## config.mk

```make
export PLATFORM = sky130hd
export DESIGN_NAME = alu_exe_unit
export DESIGN_NICKNAME = d
export VERILOG_FILES = /design/src/rtl/alu_exe_unit.sv
export SDC_FILE = /design/constraint.sdc
export NUM_CORES = 1
export LEC_CHECK = 0
export BUFFER_PORTS_ARGS = -buffer_cell sky130_fd_sc_hd__buf_4
export CAP_MARGIN = 25
export CORE_ASPECT_RATIO = 1.25
export CORE_MARGIN = 2
export CORE_UTILIZATION = 29
export DETAILED_ROUTE_END_ITERATION = 7
export PLACE_DENSITY = 0.51
export SYNTH_ARGS = -nofsm -noshare
export SYNTH_HDL_FRONTEND = slang
export SYNTH_SLANG_ARGS = --single-unit
```

## constraint.sdc

```tcl
create_clock -name clk_i -period 4.9 [get_ports clk_i]
set_input_delay 0.98 -clock clk_i [delete_from_list [all_inputs] [get_ports clk_i]]
set_output_delay 0.98 -clock clk_i [all_outputs]
set_load 0.01 [all_outputs]
```

## src/rtl/alu_exe_unit.sv

```systemverilog
// ALU execute stage: registered E1 evaluation feeding a 2-entry result buffer whose head drives writeback and the forwarding broadcast.
// Optional build macro ALU_EXE_PERF_CNT_EN adds issue/stall performance counters.
module alu_exe_unit #(
  parameter int unsigned DATA_W = 32,
  parameter int unsigned TAG_W  = 6,
  parameter int unsigned ADDR_W = 32,
  parameter int unsigned OP_W   = 4
) (
  input  logic              clk_i,
  input  logic              reset_i,
  input  logic              kill_i,
  input  logic              issue_valid_i,
  output logic              issue_stall_o,
  input  logic [DATA_W-1:0] issue_op_1_i,
  input  logic [DATA_W-1:0] issue_op_2_i,
  input  logic [DATA_W-1:0] issue_imm_i,
  input  logic              issue_src_b_imm_i,
  input  logic [ADDR_W-1:0] issue_pc_i,
  input  logic [TAG_W-1:0]  issue_rrf_tag_i,
  input  logic              issue_dst_val_i,
  input  logic [OP_W-1:0]   issue_alu_op_i,
  output logic              wb_valid_o,
  input  logic              wb_ready_i,
  output logic [DATA_W-1:0] wb_result_o,
  output logic [TAG_W-1:0]  wb_rrf_tag_o,
  output logic              wb_dst_val_o,
  output logic [ADDR_W-1:0] wb_pc_o,
  output logic [DATA_W-1:0] exe_result_o,
  output logic [TAG_W-1:0]  exe_result_dst_o
`ifdef ALU_EXE_PERF_CNT_EN
  ,
  output logic [31:0]       perf_issue_cnt_o,
  output logic [31:0]       perf_stall_cnt_o
`endif
);

  localparam int unsigned SHAMT_W = 5;

  localparam logic [OP_W-1:0] ALU_OP_ADD  = OP_W'(0);
  localparam logic [OP_W-1:0] ALU_OP_SLL  = OP_W'(1);
  localparam logic [OP_W-1:0] ALU_OP_SLT  = OP_W'(2);
  localparam logic [OP_W-1:0] ALU_OP_SLTU = OP_W'(3);
  localparam logic [OP_W-1:0] ALU_OP_XOR  = OP_W'(4);
  localparam logic [OP_W-1:0] ALU_OP_SRL  = OP_W'(5);
  localparam logic [OP_W-1:0] ALU_OP_OR   = OP_W'(6);
  localparam logic [OP_W-1:0] ALU_OP_AND  = OP_W'(7);
  localparam logic [OP_W-1:0] ALU_OP_SUB  = OP_W'(8);
  localparam logic [OP_W-1:0] ALU_OP_SRA  = OP_W'(13);

  logic              issue_accept;
  logic              push;
  logic              pop;

  logic              e1_valid;
  logic [DATA_W-1:0] e1_op_1;
  logic [DATA_W-1:0] e1_op_2;
  logic [DATA_W-1:0] e1_imm;
  logic              e1_src_b_imm;
  logic [ADDR_W-1:0] e1_pc;
  logic [TAG_W-1:0]  e1_tag;
  logic              e1_dst_val;
  logic [OP_W-1:0]   e1_alu_op;

  logic [DATA_W-1:0]  operand_b;
  logic [SHAMT_W-1:0] shamt;
  logic [DATA_W-1:0]  e1_result;

  logic [DATA_W-1:0] fifo_result [2];
  logic [TAG_W-1:0]  fifo_tag    [2];
  logic              fifo_dst    [2];
  logic [ADDR_W-1:0] fifo_pc     [2];
  logic              wr_ptr;
  logic              rd_ptr;
  logic [1:0]        count;

  // Credit check counts the in-flight E1 entry and ignores any same-cycle pop.
  assign issue_stall_o = (3'(count) + 3'(e1_valid)) >= 3'd2;
  assign issue_accept  = issue_valid_i & ~issue_stall_o & ~kill_i;
  assign push          = e1_valid;
  assign pop           = wb_valid_o & wb_ready_i;

  // E1 operand/control register
  always_ff @(posedge clk_i or negedge reset_i) begin
    if (!reset_i) begin
      e1_valid     <= 1'b0;
      e1_op_1      <= '0;
      e1_op_2      <= '0;
      e1_imm       <= '0;
      e1_src_b_imm <= 1'b0;
      e1_pc        <= '0;
      e1_tag       <= '0;
      e1_dst_val   <= 1'b0;
      e1_alu_op    <= '0;
    end else begin
      e1_valid <= issue_accept;
      if (issue_accept) begin
        e1_op_1      <= issue_op_1_i;
        e1_op_2      <= issue_op_2_i;
        e1_imm       <= issue_imm_i;
        e1_src_b_imm <= issue_src_b_imm_i;
        e1_pc        <= issue_pc_i;
        e1_tag       <= issue_rrf_tag_i;
        e1_dst_val   <= issue_dst_val_i;
        e1_alu_op    <= issue_alu_op_i;
      end
    end
  end

  // E1 evaluation
  always_comb begin
    operand_b = e1_src_b_imm ? e1_imm : e1_op_2;
    shamt     = operand_b[SHAMT_W-1:0];
    e1_result = '0;
    case (e1_alu_op)
      ALU_OP_ADD:  e1_result = e1_op_1 + operand_b;
      ALU_OP_SUB:  e1_result = e1_op_1 - operand_b;
      ALU_OP_AND:  e1_result = e1_op_1 & operand_b;
      ALU_OP_OR:   e1_result = e1_op_1 | operand_b;
      ALU_OP_XOR:  e1_result = e1_op_1 ^ operand_b;
      ALU_OP_SLL:  e1_result = e1_op_1 << shamt;
      ALU_OP_SRL:  e1_result = e1_op_1 >> shamt;
      ALU_OP_SRA:  e1_result = $unsigned($signed(e1_op_1) >>> shamt);
      ALU_OP_SLT:  e1_result = DATA_W'($signed(e1_op_1) < $signed(operand_b));
      ALU_OP_SLTU: e1_result = DATA_W'(e1_op_1 < operand_b);
      default:     e1_result = '0;
    endcase
  end

  // Result buffer payload; stale entries are never exposed because the head is gated by count.
  always_ff @(posedge clk_i) begin
    if (push) begin
      fifo_result[wr_ptr] <= e1_result;
      fifo_tag[wr_ptr]    <= e1_tag;
      fifo_dst[wr_ptr]    <= e1_dst_val;
      fifo_pc[wr_ptr]     <= e1_pc;
    end
  end

  // Result buffer pointers and occupancy; kill overrides push and pop.
  always_ff @(posedge clk_i or negedge reset_i) begin
    if (!reset_i) begin
      wr_ptr <= 1'b0;
      rd_ptr <= 1'b0;
      count  <= 2'd0;
    end else if (kill_i) begin
      wr_ptr <= 1'b0;
      rd_ptr <= 1'b0;
      count  <= 2'd0;
    end else begin
      if (push) wr_ptr <= ~wr_ptr;
      if (pop)  rd_ptr <= ~rd_ptr;
      count <= count + 2'(push) - 2'(pop);
    end
  end

  // Head decode for writeback and forwarding broadcast
  always_comb begin
    wb_valid_o       = (count != 2'd0);
    wb_result_o      = '0;
    wb_rrf_tag_o     = '0;
    wb_dst_val_o     = 1'b0;
    wb_pc_o          = '0;
    exe_result_o     = '0;
    exe_result_dst_o = '0;
    if (wb_valid_o) begin
      wb_result_o  = fifo_result[rd_ptr];
      wb_rrf_tag_o = fifo_tag[rd_ptr];
      wb_dst_val_o = fifo_dst[rd_ptr];
      wb_pc_o      = fifo_pc[rd_ptr];
      if (fifo_dst[rd_ptr]) begin
        exe_result_o     = fifo_result[rd_ptr];
        exe_result_dst_o = fifo_tag[rd_ptr];
      end
    end
  end

`ifdef ALU_EXE_PERF_CNT_EN
  // Performance counters, deliberately not cleared by kill
  always_ff @(posedge clk_i or negedge reset_i) begin
    if (!reset_i) begin
      perf_issue_cnt_o <= '0;
      perf_stall_cnt_o <= '0;
    end else begin
      if (issue_accept)                  perf_issue_cnt_o <= perf_issue_cnt_o + 32'd1;
      if (issue_valid_i & issue_stall_o) perf_stall_cnt_o <= perf_stall_cnt_o + 32'd1;
    end
  end
`else
  // Counters absent in this build.
`endif

endmodule
```

# ---- Word-level counts from Yosys, hierarchy flattened
# Memories as Yosys holds them, arrays and structs flattened.
# Index checks and enable logic that the tools add are counted.
dict set report op_classes {
  eq_ne 9
  magnitude_cmp 3
  mux 17
  reduce_logical 4
  n_addsub 5
  shifts 3
  bitwise 10
}
# op count
set ops {}
lappend ops {{case mux 32 bit (10 select lines)} 1}
lappend ops {{2-to-1 mux 32 bit} 5}
lappend ops {{less-than comparator 32 bit} 2}
lappend ops {{adder 32 bit} 1}
lappend ops {{AND 32 bit} 1}
lappend ops {{bitwise OR 32 bit} 1}
lappend ops {{<< shifter 32 x 5 -> 32 bit} 1}
lappend ops {{right shift 32 x 5 -> 32 bit} 1}
lappend ops {{>>> shifter 32 x 5 -> 32 bit} 1}
lappend ops {{subtractor 32 bit} 1}
lappend ops {{bitwise XOR 32 bit} 1}
lappend ops {{2-to-1 mux 6 bit} 3}
lappend ops {{== test 4 x 3 -> 1 bit (second input constant)} 4}
lappend ops {{== test 4 x 2 -> 1 bit (second input constant)} 2}
lappend ops {{== test 4 bit (second input constant)} 2}
lappend ops {{2-to-1 mux 1 bit} 7}
lappend ops {{nonzero test 2 bit} 3}
lappend ops {{== test 4 x 1 -> 1 bit (second input constant)} 1}
lappend ops {{logical NOT 4 bit} 1}
lappend ops {{NOT 1 bit} 4}
lappend ops {{adder 2 x 1 -> 3 bit} 1}
lappend ops {{AND 1 bit} 3}
lappend ops {{>= comparator 3 x 2 -> 1 bit (second input constant)} 1}
lappend ops {{adder 2 x 1 -> 2 bit} 1}
lappend ops {{2 further kinds} 2}
dict set report totals {
  mem_bits_rw 142
  out_inout_bits 111
  inputBits 145
  elab_cells 67
  mem_count 4
  register_bits 145
}
# memory words width read_ports rd_ports_with_merged_regs wr line
set mem_list {}
lappend mem_list {fifo_pc 2 32 1 0 1 71} ;# logic [ADDR_W-1:0] fifo_pc [2];
lappend mem_list {fifo_result 2 32 1 0 1 68} ;# logic [DATA_W-1:0] fifo_result [2];
lappend mem_list {fifo_tag 2 6 1 0 1 69} ;# logic [TAG_W-1:0] fifo_tag [2];
lappend mem_list {fifo_dst 2 1 1 0 1 70} ;# logic fifo_dst [2];

# ---- Logic depth before layout (Yosys ltp)
# Gate-level depths: netlist of the first run.
dict set report depth {
  ltp_word 5
  ltp_mapped 20
}

# ---- Worst setup path before layout of the first run
# OpenSTA, ideal clock, no wires.
dict set report synth_path {
  path_kind {register to register}
  from {register e1_src_b_imm}
  to {memory fifo_result[0][30], data pin}
  stages_incl_launch_ff 20
  required_ps 4736
  setup_ps 164
  path_slack_ps 400
  n_path_buf 7
  arrival_time_ps 4336
  path_cell_list {dfrtp_1 -> buf_6 -> mux2i_4 -> buf_4 -> buf_2 -> buf_2 -> buf_2 -> buf_1 -> ha_1 -> buf_2 -> nor2_1 -> o221ai_1 -> a21oi_2 -> a31oi_2 -> or3b_1 -> a41oi_2 -> a221oi_2 -> o31ai_1 -> mux2_2 -> o22ai_1}
}
dict set report synth_via {
  elab_chain_cells 3
  elab_cells_between_ends 10
  classes_between {add/sub (2); shift (3); mux (2); bitwise (3)}
}
# item line
set synth_rtl {}
lappend synth_rtl {{start: declaration} 58} ;# logic e1_src_b_imm;
lappend synth_rtl {{start signal: assignment} 100} ;# e1_src_b_imm <= issue_src_b_imm_i;
lappend synth_rtl {{2-to-1 mux 32 bit (*)} 111} ;# operand_b = e1_src_b_imm ? e1_imm : e1_op_2;
lappend synth_rtl {{subtractor 32 bit, or another cell as far along} 116} ;# ALU_OP_SUB: e1_result = e1_op_1 - operand_b;
lappend synth_rtl {{case mux 32 bit (10 select lines) (*)} 114} ;# case (e1_alu_op)
lappend synth_rtl {{net e1_result[30]} 66} ;# logic [DATA_W-1:0] e1_result;
lappend synth_rtl {{end: declaration} 68}
# Mark *: on every way through the listed nets, which the timed path passes. The rest lies on a longest branch.

# ---- Final worst setup path of the first run
dict set report layout_path {
  from {register e1_src_b_imm}
  to {memory fifo_result[1][19], data pin}
}
# The elaborated chain is that of the path after synthesis.

==> results of run 1 <==
[state kept, by name, summed over array words and instances, names as in the netlist]
| register | cells |
|---|---|
| count | 2 |
| e1_alu_op | 4 |
| e1_dst_val | 1 |
| e1_imm | 32 |
| e1_op_1 | 32 |
| e1_op_2 | 32 |
| e1_pc | 32 |
| e1_src_b_imm | 1 |
| e1_tag | 6 |
| e1_valid | 1 |
| fifo_dst | 2 |
| fifo_pc | 64 |
| fifo_result | 64 |
| fifo_tag | 12 |
| rd_ptr | 1 |
| wr_ptr | 1 |
[path summary, 6_finish.rpt]
| check | end | slack [ns] |
|---|---|---|
| min | e1_imm[24] | 0.43 |
| min reg2reg | fifo_pc[1][2] | 0.45 |
| min in group clk_i | fifo_pc[1][2] | 0.45 |
| max in group asynchronous | e1_pc[28] | 3.45 |
| max reg2reg | fifo_result[1][19] | 0.21 |
| max | fifo_result[1][19] | 0.21 |
[logic make-up (layout without fill, tap and decap cells)]
| group | Yosys count | count (layout) | synth area share (%) |
|---|---|---|---|
| simple gates | 919 | 919 | 19.0 |
| mux | 165 | 165 | 8.95 |
| flops | 287 | 287 | 39.6 |
| buf+inv | 273 | 502 | 5.56 |
| xor+xnor | 22 | 22 | 0.968 |
| fa+ha+maj | 102 | 102 | 6.48 |
| compound gates | 594 | 594 | 19.4 |
[power groups by stage]
| stage | combinational [mW] | clock, mW | sequential [mW] |
|---|---|---|---|
| floorplan | 7.88 | 0 | 3.84 |
| global placement | 12.8 | 0 | 4.22 |
| detailed placement | 12.8 | 0 | 4.24 |
| CTS | 12.8 | 2.70 | 4.19 |
| global route | 13.9 | 2.79 | 4.28 |
| finish | 13.0 | 2.63 | 4.20 |
[synthesized netlist by cell type (7+ instances only)]
library cell  instances  area, um2
and3_1                9       56.3
o22ai_1              20        125
and2_1                8       50.1
a21o_1               15        113
nor2_1              243        912
xnor2_1              19        166
a31oi_1              27        169
o211ai_1             30        225
dfrtp_1             145       3630
nor2b_1              11       68.8
buf_1                20       75.1
edfxtp_1            142       4260
nand2b_1              9       56.3
mux2i_1             150       1500
o31ai_1              20        150
nor3_1               70        350
a22oi_1              10       75.1
or3_1                 7       43.8
mux4_2                8        180
nand4_1               8       50.1
nand3_1              19       95.1
a211oi_1             26        195
buf_2                30        150
o21ai_1               8       40.0
clkbuf_1            110        413
a21oi_1             143        716
nor4_1                9       56.3
nand2_1             508       1910
inv_1               100        375
a211o_1               9       78.8
a221oi_1             27        236
a221o_1               8       80.1
or2_2                 8       50.1
ha_1                100       1250
o21ai_0             151        756
o221ai_1             14        123
o21bai_1             15        113
o2111ai_1            10       87.6
[final cells by class]
cell class	count	area (um2)
multi-input cells	1802	11000
fillers	7085	43800
repair buffers	335	2600
clock buffers	49	997
well taps	872	1090
clock inverters	13	175
inverters	105	399
flip-flops and latches	287	7900
[per-layer routing]
| layer | track usage, % | wire length, um | vias to the layer above |
|---|---|---|---|
| met2 | 41.0 | 42400 | 736 |
| met4 | 12.2 | 4800 | 0 |
| met1 | 31.4 | 37200 | 9405 |
| li1 | - | - | 8785 |
| met5 | 0 | 0 | - |
| met3 | 2.77 | 4760 | 159 |
[per-stage QoR]
step	total power, mW	cells	utilization (%)	hold slack, ns	instance area [um2]
floorplan	11.7	2362	-	0.442	19900
global placement	17.0	3400	33.8	0.447	23000
detailed placement	17.0	3401	33.8	0.451	23000
CTS	19.7	3463	35.5	0.451	24200
global route	21.0	3463	35.5	0.476	24200
finish	19.8	3463	35.5	0.434	24200
[worst register-to-register path, delay by kind of cell, from the launching register on]
| family | cells | cell delay [ns] |
|---|---|---|
| compound gates | 6 | 1.63 |
| mux | 1 | 0.40 |
| xor+xnor | 1 | 0.31 |
| fa+ha+maj | 1 | 0.45 |
| flops | 1 | 0.49 |
| buf+inv | 2 | 0.38 |
| simple gates | 3 | 0.65 |
[timing repair]
action                                  in CTS  in global routing
endpoints found under the setup margin       0                  2
gates resized for setup                      0                  1
setup buffers                                0                  0
==> flow_summary_export.csv, run 1 <==
group,metric,value,unit
run_status,status,"complete, no violations",
drt,first_pass_iters,5,
die,dieArea,0.0708,mm2
critical_path,critical_path.top_delay_family,"compound AO/OA/AOI/OAI gates",
layout,finalNetCount,2812,
critical_path,critPathCaptureType,"flip-flop",
critical_path,startpoint,"e1_src_b_imm",
synth,synth_cell_types,79,
drt,drtIter0Drc,1734,
synth,ys.flop_type,"dfrtp_1",
critical_path,worstSetupPathType,"reg2reg",
synth,seq_area_frac_synth,39.6,%
drt,drc_errors,0,
global_route,grt_util_all_layers,24.6,%
clock_network,cts_hold_buf,0,
critical_path,critical_path_buf_inv_count,2,
pwr,p_comb_share,65.6,%
pwr,clkPwrFrac,13.3,%
clock_network,cts.sinks,287,
clock_network,tritoncts.num_buffers,34,
critical_path,crit_fanout,17,
pwr,irDropWorstVdd,0.328,mV
clock_network,clkTransAtPathRegs,0.06,ns
pwr,p_int,9.40,mW
die,ios,256,
synth,netlist_instances,2362,
timing,setup_viol,0,
clock_network,cts_tree,"done",
synth,syn_avg_cell_area,8.43,um2
timing,relSlewSlack,36.0,%
pwr,swShare,52.6,%
clock_network,clockBufferDepth,3,
run,maxCapViolCount,0,
timing,period_minus_slack,4.69,ns
drt,num_vias,19100,
place,gp_congestion,1.02,
pwr,p_per_area,821,mW/mm2
timing,rsz0062_at_grt,"no",
synth,synth.cell_area,0.0199,mm2
layout,syn2layout_area_growth,21.3,%
clock_network,clock_latency,0.57,ns
critical_path,cp_cell_sequence,"buf_12 > mux2i_1 > ha_1 > nor3_1 > nand2_1 > o21ai_1 > o21ai_0 > buf_4 > a21oi_1 > or2_2 > a2111oi_0 > a21oi_1 > xnor2_1 > o2111ai_1",
die,die_h,297,um
timing,drv_slew,0,
place,numPortBuffers,255,
critical_path,slowest_stage,"a21oi_1",
synth,ys_warn_count,0,
critical_path,start_kind,"flip-flop",
global_route,grt_pass1_vias,19100,
synth,ys_async_sr_fraction,50.5,%
critical_path,crit_top_cell,"a21oi_1",
layout,antennaDiodeCount,0,
layout,layout_commonest_cell,"nand2_1",
timing,clock-skew-final,0.0333,ns
global_route,grt_max_degree,101,
global_route,overflow,0,
timing,finalHoldViolCount,0,
timing,worst_slack,0.214,ns
synth,synth_seq_cells,287,
drt,via_per_inst,5.51,
global_route,grt_first_pass_wirelength,129000,um
critical_path,worstPathRequired,5.10,ns
die,dieWidth,238,um
critical_path,ff2ff_path_depth,14,
critical_path,arrival,4.89,ns
place,hpwl,69000,um
pwr,p_seq_share,21.2,%
min_path,worstHoldPathType,"in2async",
layout,drive_gt1_share,17.4,%
clock_network,h-tree-depth,2,
die,start_util,29.3,%
timing,worstMarginPinSlew,0.957,ns
critical_path,worst_path_largest_cell_delay,0.58,ns
critical_path,cp.depth,14,
layout,most-common-layout-cells,"nand2_1, buf_4, nor2_1, o21ai_0, mux2i_1",
timing,finalCritPeriodShare,95.6,%
drt,ant_nets,0,
timing,fin_setup_tns,0,ns
synth,syn_nets,2609,
die,row_count,107,
drt,wl_per_cell,25.7,um
pwr,switchingPower,10.4,mW
pwr,p_leak,10.5,nW
place,place_ws,0.282,ns
synth,synth_edf_count,142,
drt,routed_wl,89100,um
die,core,0.0680,mm2
clock_network,cts_root_buffer,"clkbuf_16",
critical_path,rr_startpoint,"e1_src_b_imm",
global_route,antenna_found_initial,0,
timing,clock.fmax,213,MHz
Power figures use the tool's default switching activity.
==> inputs of run 2 (changes only) <==
Settings changed: ABC_AREA set to 1.
==> run 2 against run 1 <==
  * Non-clock buffer count fell by 21
  * Critical path type unchanged
  * Count of clock-buffer cells in the layout fell by 4
  * Via count rose by 13%
  * Largest cell class unchanged
  * Fmax rose by 9.8%
  * Sequential power fell by 14%
  * Final cell count rose by 20%
  * Clock skew rose by 0.0072 ns
  * First-iteration DRC count rose by 22%
  * Critical endpoint is now fifo_result[1][31]
  * Die area rose by 6.9%
  * Critical path depth fell by 3
==> flow_summary_export.csv, run 2 <==
group,metric,value,unit
critical_path,worstPathRequired,5.18,ns
die,dieArea,0.0757,mm2
synth,syn_nets,3219,
pwr,irDropWorstVdd,0.283,mV
drt,routed_wl,95800,um
synth,synthAdderAreaFrac,6.06,%
layout,syn2layout_area_growth,19.3,%
pwr,p_comb_share,65.0,%
critical_path,slowest_stage,"dfrtp_2",
synth,ys.flop_type,"dfrtp_1",
place,place_ws,0.705,ns
critical_path,worst_path_largest_cell_delay,0.73,ns
run_status,status,"complete, no violations",
critical_path,arrival,4.54,ns
global_route,grt_first_pass_wirelength,137000,um
global_route,grt_util_all_layers,24.7,%
synth,ys_top_cells_by_area,"edfxtp_1, dfrtp_1, nand2_1, nand3_1, ha_1",
clock_network,ctsResizeCount,0,
synth,synth_top_area_share,20.0,%
drt,drtIter0Drc,2118,
place,hpwl,76700,um
clock_network,tritoncts.num_buffers,34,
synth,synth.cell_area,0.0213,mm2
critical_path,worstSetupPathType,"reg2reg",
drt,num_vias,21600,
place,gp_congestion,1.03,
synth,synth_top_family_by_area,"simple AND/OR/NAND/NOR gates",
timing,finalHoldViolCount,0,
layout,layout_commonest_cell,"nand2_1",
critical_path,crit_fanout,30,
drt,via_per_inst,5.20,
critical_path,startpoint,"e1_src_b_imm",
drt,wl_per_cell,23.0,um
pwr,p_leak,11.9,nW
timing,rsz0062_at_grt,"no",
run,maxCapViolCount,0,
layout,reg_top3,"fifo_pc (64), fifo_result (64)",
die,ios,256,
layout,num-fill-cells,7973,
drt,first_pass_iters,7,
pwr,clkPwrFrac,14.7,%
global_route,antenna_found_initial,0,
pwr,p_total,17.8,mW
place,dp.cells,4102,
pwr,switchingPower,9.66,mW
place,numPortBuffers,255,
clock_network,clock_latency,0.56,ns
drt,drc_errors,0,
clock_network,clkTransAtPathRegs,0.06,ns
timing,setup_viol,0,
synth,synth_mux_area_share,5.42,%
synth,synth_edf_count,142,
die,row_count,111,
clock_network,clockBufferDepth,3,
min_path,worstHoldPathType,"in2async",
die,core,0.0731,mm2
critical_path,start_kind,"flip-flop",
layout,final_area,0.0254,mm2
synth,netlist_instances,2972,
global_route,overflow,0,
layout,antennaDiodeCount,0,
synth,synth_simple_gate_area_share,32.8,%
synth,synth_xor_area_share,0.0822,%
drt,ant_nets,0,
pwr,swShare,54.2,%
layout,drive_gt1_share,15.0,%
layout,fin_util,34.8,%
die,start_util,29.2,%
synth,ys_top_cells_by_count,"nand2_1, nand3_1, inv_1",
critical_path,ff2ff_path_depth,11,
timing,clock.fmax,234,MHz
clock_network,cts.sinks,287,
die,die_h,307,um
synth,synth_most_common_cell,"nand2_1",
timing,hold_slack,0.426,ns
timing,clock-skew-final,0.0405,ns
timing,worst_slack,0.634,ns
synth,syn_avg_cell_area,7.17,um2
clock_network,postCtsSetupRepairBufs,0,
clock_network,h-tree-depth,2,
critical_path,critical_path.top_delay_family,"compound AO/OA/AOI/OAI gates",
synth,yosys.area.top_type,"edfxtp_1",
layout,fin_cells,4164,
clock_network,cts_root_buffer,"clkbuf_16",
synth,synth_compound_area_share,9.52,%
critical_path,rr_startpoint,"e1_src_b_imm",
critical_path,cp.depth,11,
clock_network,cts_tree,"done",
critical_path,cp_cell_sequence,"o21ai_0 > ha_1 > inv_1 > a21oi_1 > o21ai_0 > nand2_1 > nand3_1 > nor2_1 > nand3_1 > nand3_1 > nand3_1",
timing,relSlewSlack,26.6,%
critical_path,critPathCaptureType,"flip-flop",
layout,finalNetCount,3425,
synth,synth_seq_cells,287,
timing,period_minus_slack,4.27,ns
die,dieWidth,247,um
critical_path,crit_top_cell,"nand3_1",
pwr,p_seq_share,20.3,%
synth,ys_warn_count,0,
critical_path,critical_path_buf_inv_count,1,
pwr,p_int,8.17,mW
synth,synth_cell_types,47,
pwr,p_per_area,701,mW/mm2
synth,ys_async_sr_fraction,50.5,%
layout,most-common-layout-cells,"nand2_1, nand3_1, buf_4, inv_1, nor2_1",
place,placed_area,0.0243,mm2
timing,drv_slew,0,
timing,worstMarginPinSlew,1.10,ns
timing,fin_setup_tns,0,ns
timing,finalCritPeriodShare,87.1,%
clock_network,cts_hold_buf,0,
synth,seq_area_frac_synth,37.0,%
global_route,grt_max_degree,123,
global_route,grt_pass1_vias,20600,
## run 2: cell count changes after synthesis, moves of 25 or more
cell / delta
nand3_1: +448
mux2i_1: -111
nand4_1: +31
nand2_1: +313
o211ai_1: -25
clkbuf_1: -54
buf_2: +26
inv_1: +206
a211oi_1: -26
mux2_2: +63
## run 2: final timing paths
| kind | end | slack, ns |
|---|---|---|
| hold / removal | e1_op_1[0] | 0.43 |
| setup / recovery | fifo_result[1][31] | 0.63 |
| max in group asynchronous | e1_op_1[15] | 3.49 |
| hold reg to reg | fifo_pc[1][9] | 0.45 |
| min in group clk_i | fifo_pc[1][9] | 0.45 |
| setup reg to reg | fifo_result[1][31] | 0.63 |
## run 2: layer usage
metal	part of all wire, %	routed length, um	track usage, %
met5	0	0	0
met3	6.3	6020	3.32
met2	46	44400	40.8
met4	7.7	7400	16.3
met1	40	38000	30.1
## run 2: layout make-up
type / count / area (um2) / area share, %
sequential: 287 / 7900 / 31.0
inverter: 319 / 1200 / 4.71
timing repair buffer: 314 / 2430 / 9.56
multi-input combinational: 2222 / 11600 / 45.4
tap: 960 / 1200 / 4.72
clock buffer: 45 / 985 / 3.87
clock inverter: 17 / 171 / 0.674
## run 2: logic make-up after synthesis
kind of cell,Yosys count
AO/OA/AOI/OAI,377
XOR/XNOR,2
adder cells (fa/ha/maj),102
buffers and inverters,463
flip-flops,287
multiplexers,107
AND/OR/NAND/NOR,1634
## run 2: worst register-to-register path, delay by kind of cell, from the launching register on
kind	cells	cell delay (ns)
compound gates	3	1.40
simple gates	6	1.02
flops	1	0.73
fa+ha+maj	1	0.57
buf+inv	1	0.27
## run 2: power groups by stage
stage / clock network [mW] / registers [mW] / logic, mW
3_3_place_gp: 0 / 3.67 / 11.4
4_1_cts: 2.69 / 3.63 / 11.4
2_1_floorplan: 0 / 3.52 / 7.05
6_report: 2.61 / 3.63 / 11.6
5_1_grt: 2.77 / 3.70 / 12.5
3_5_place_dp: 0 / 3.68 / 11.3
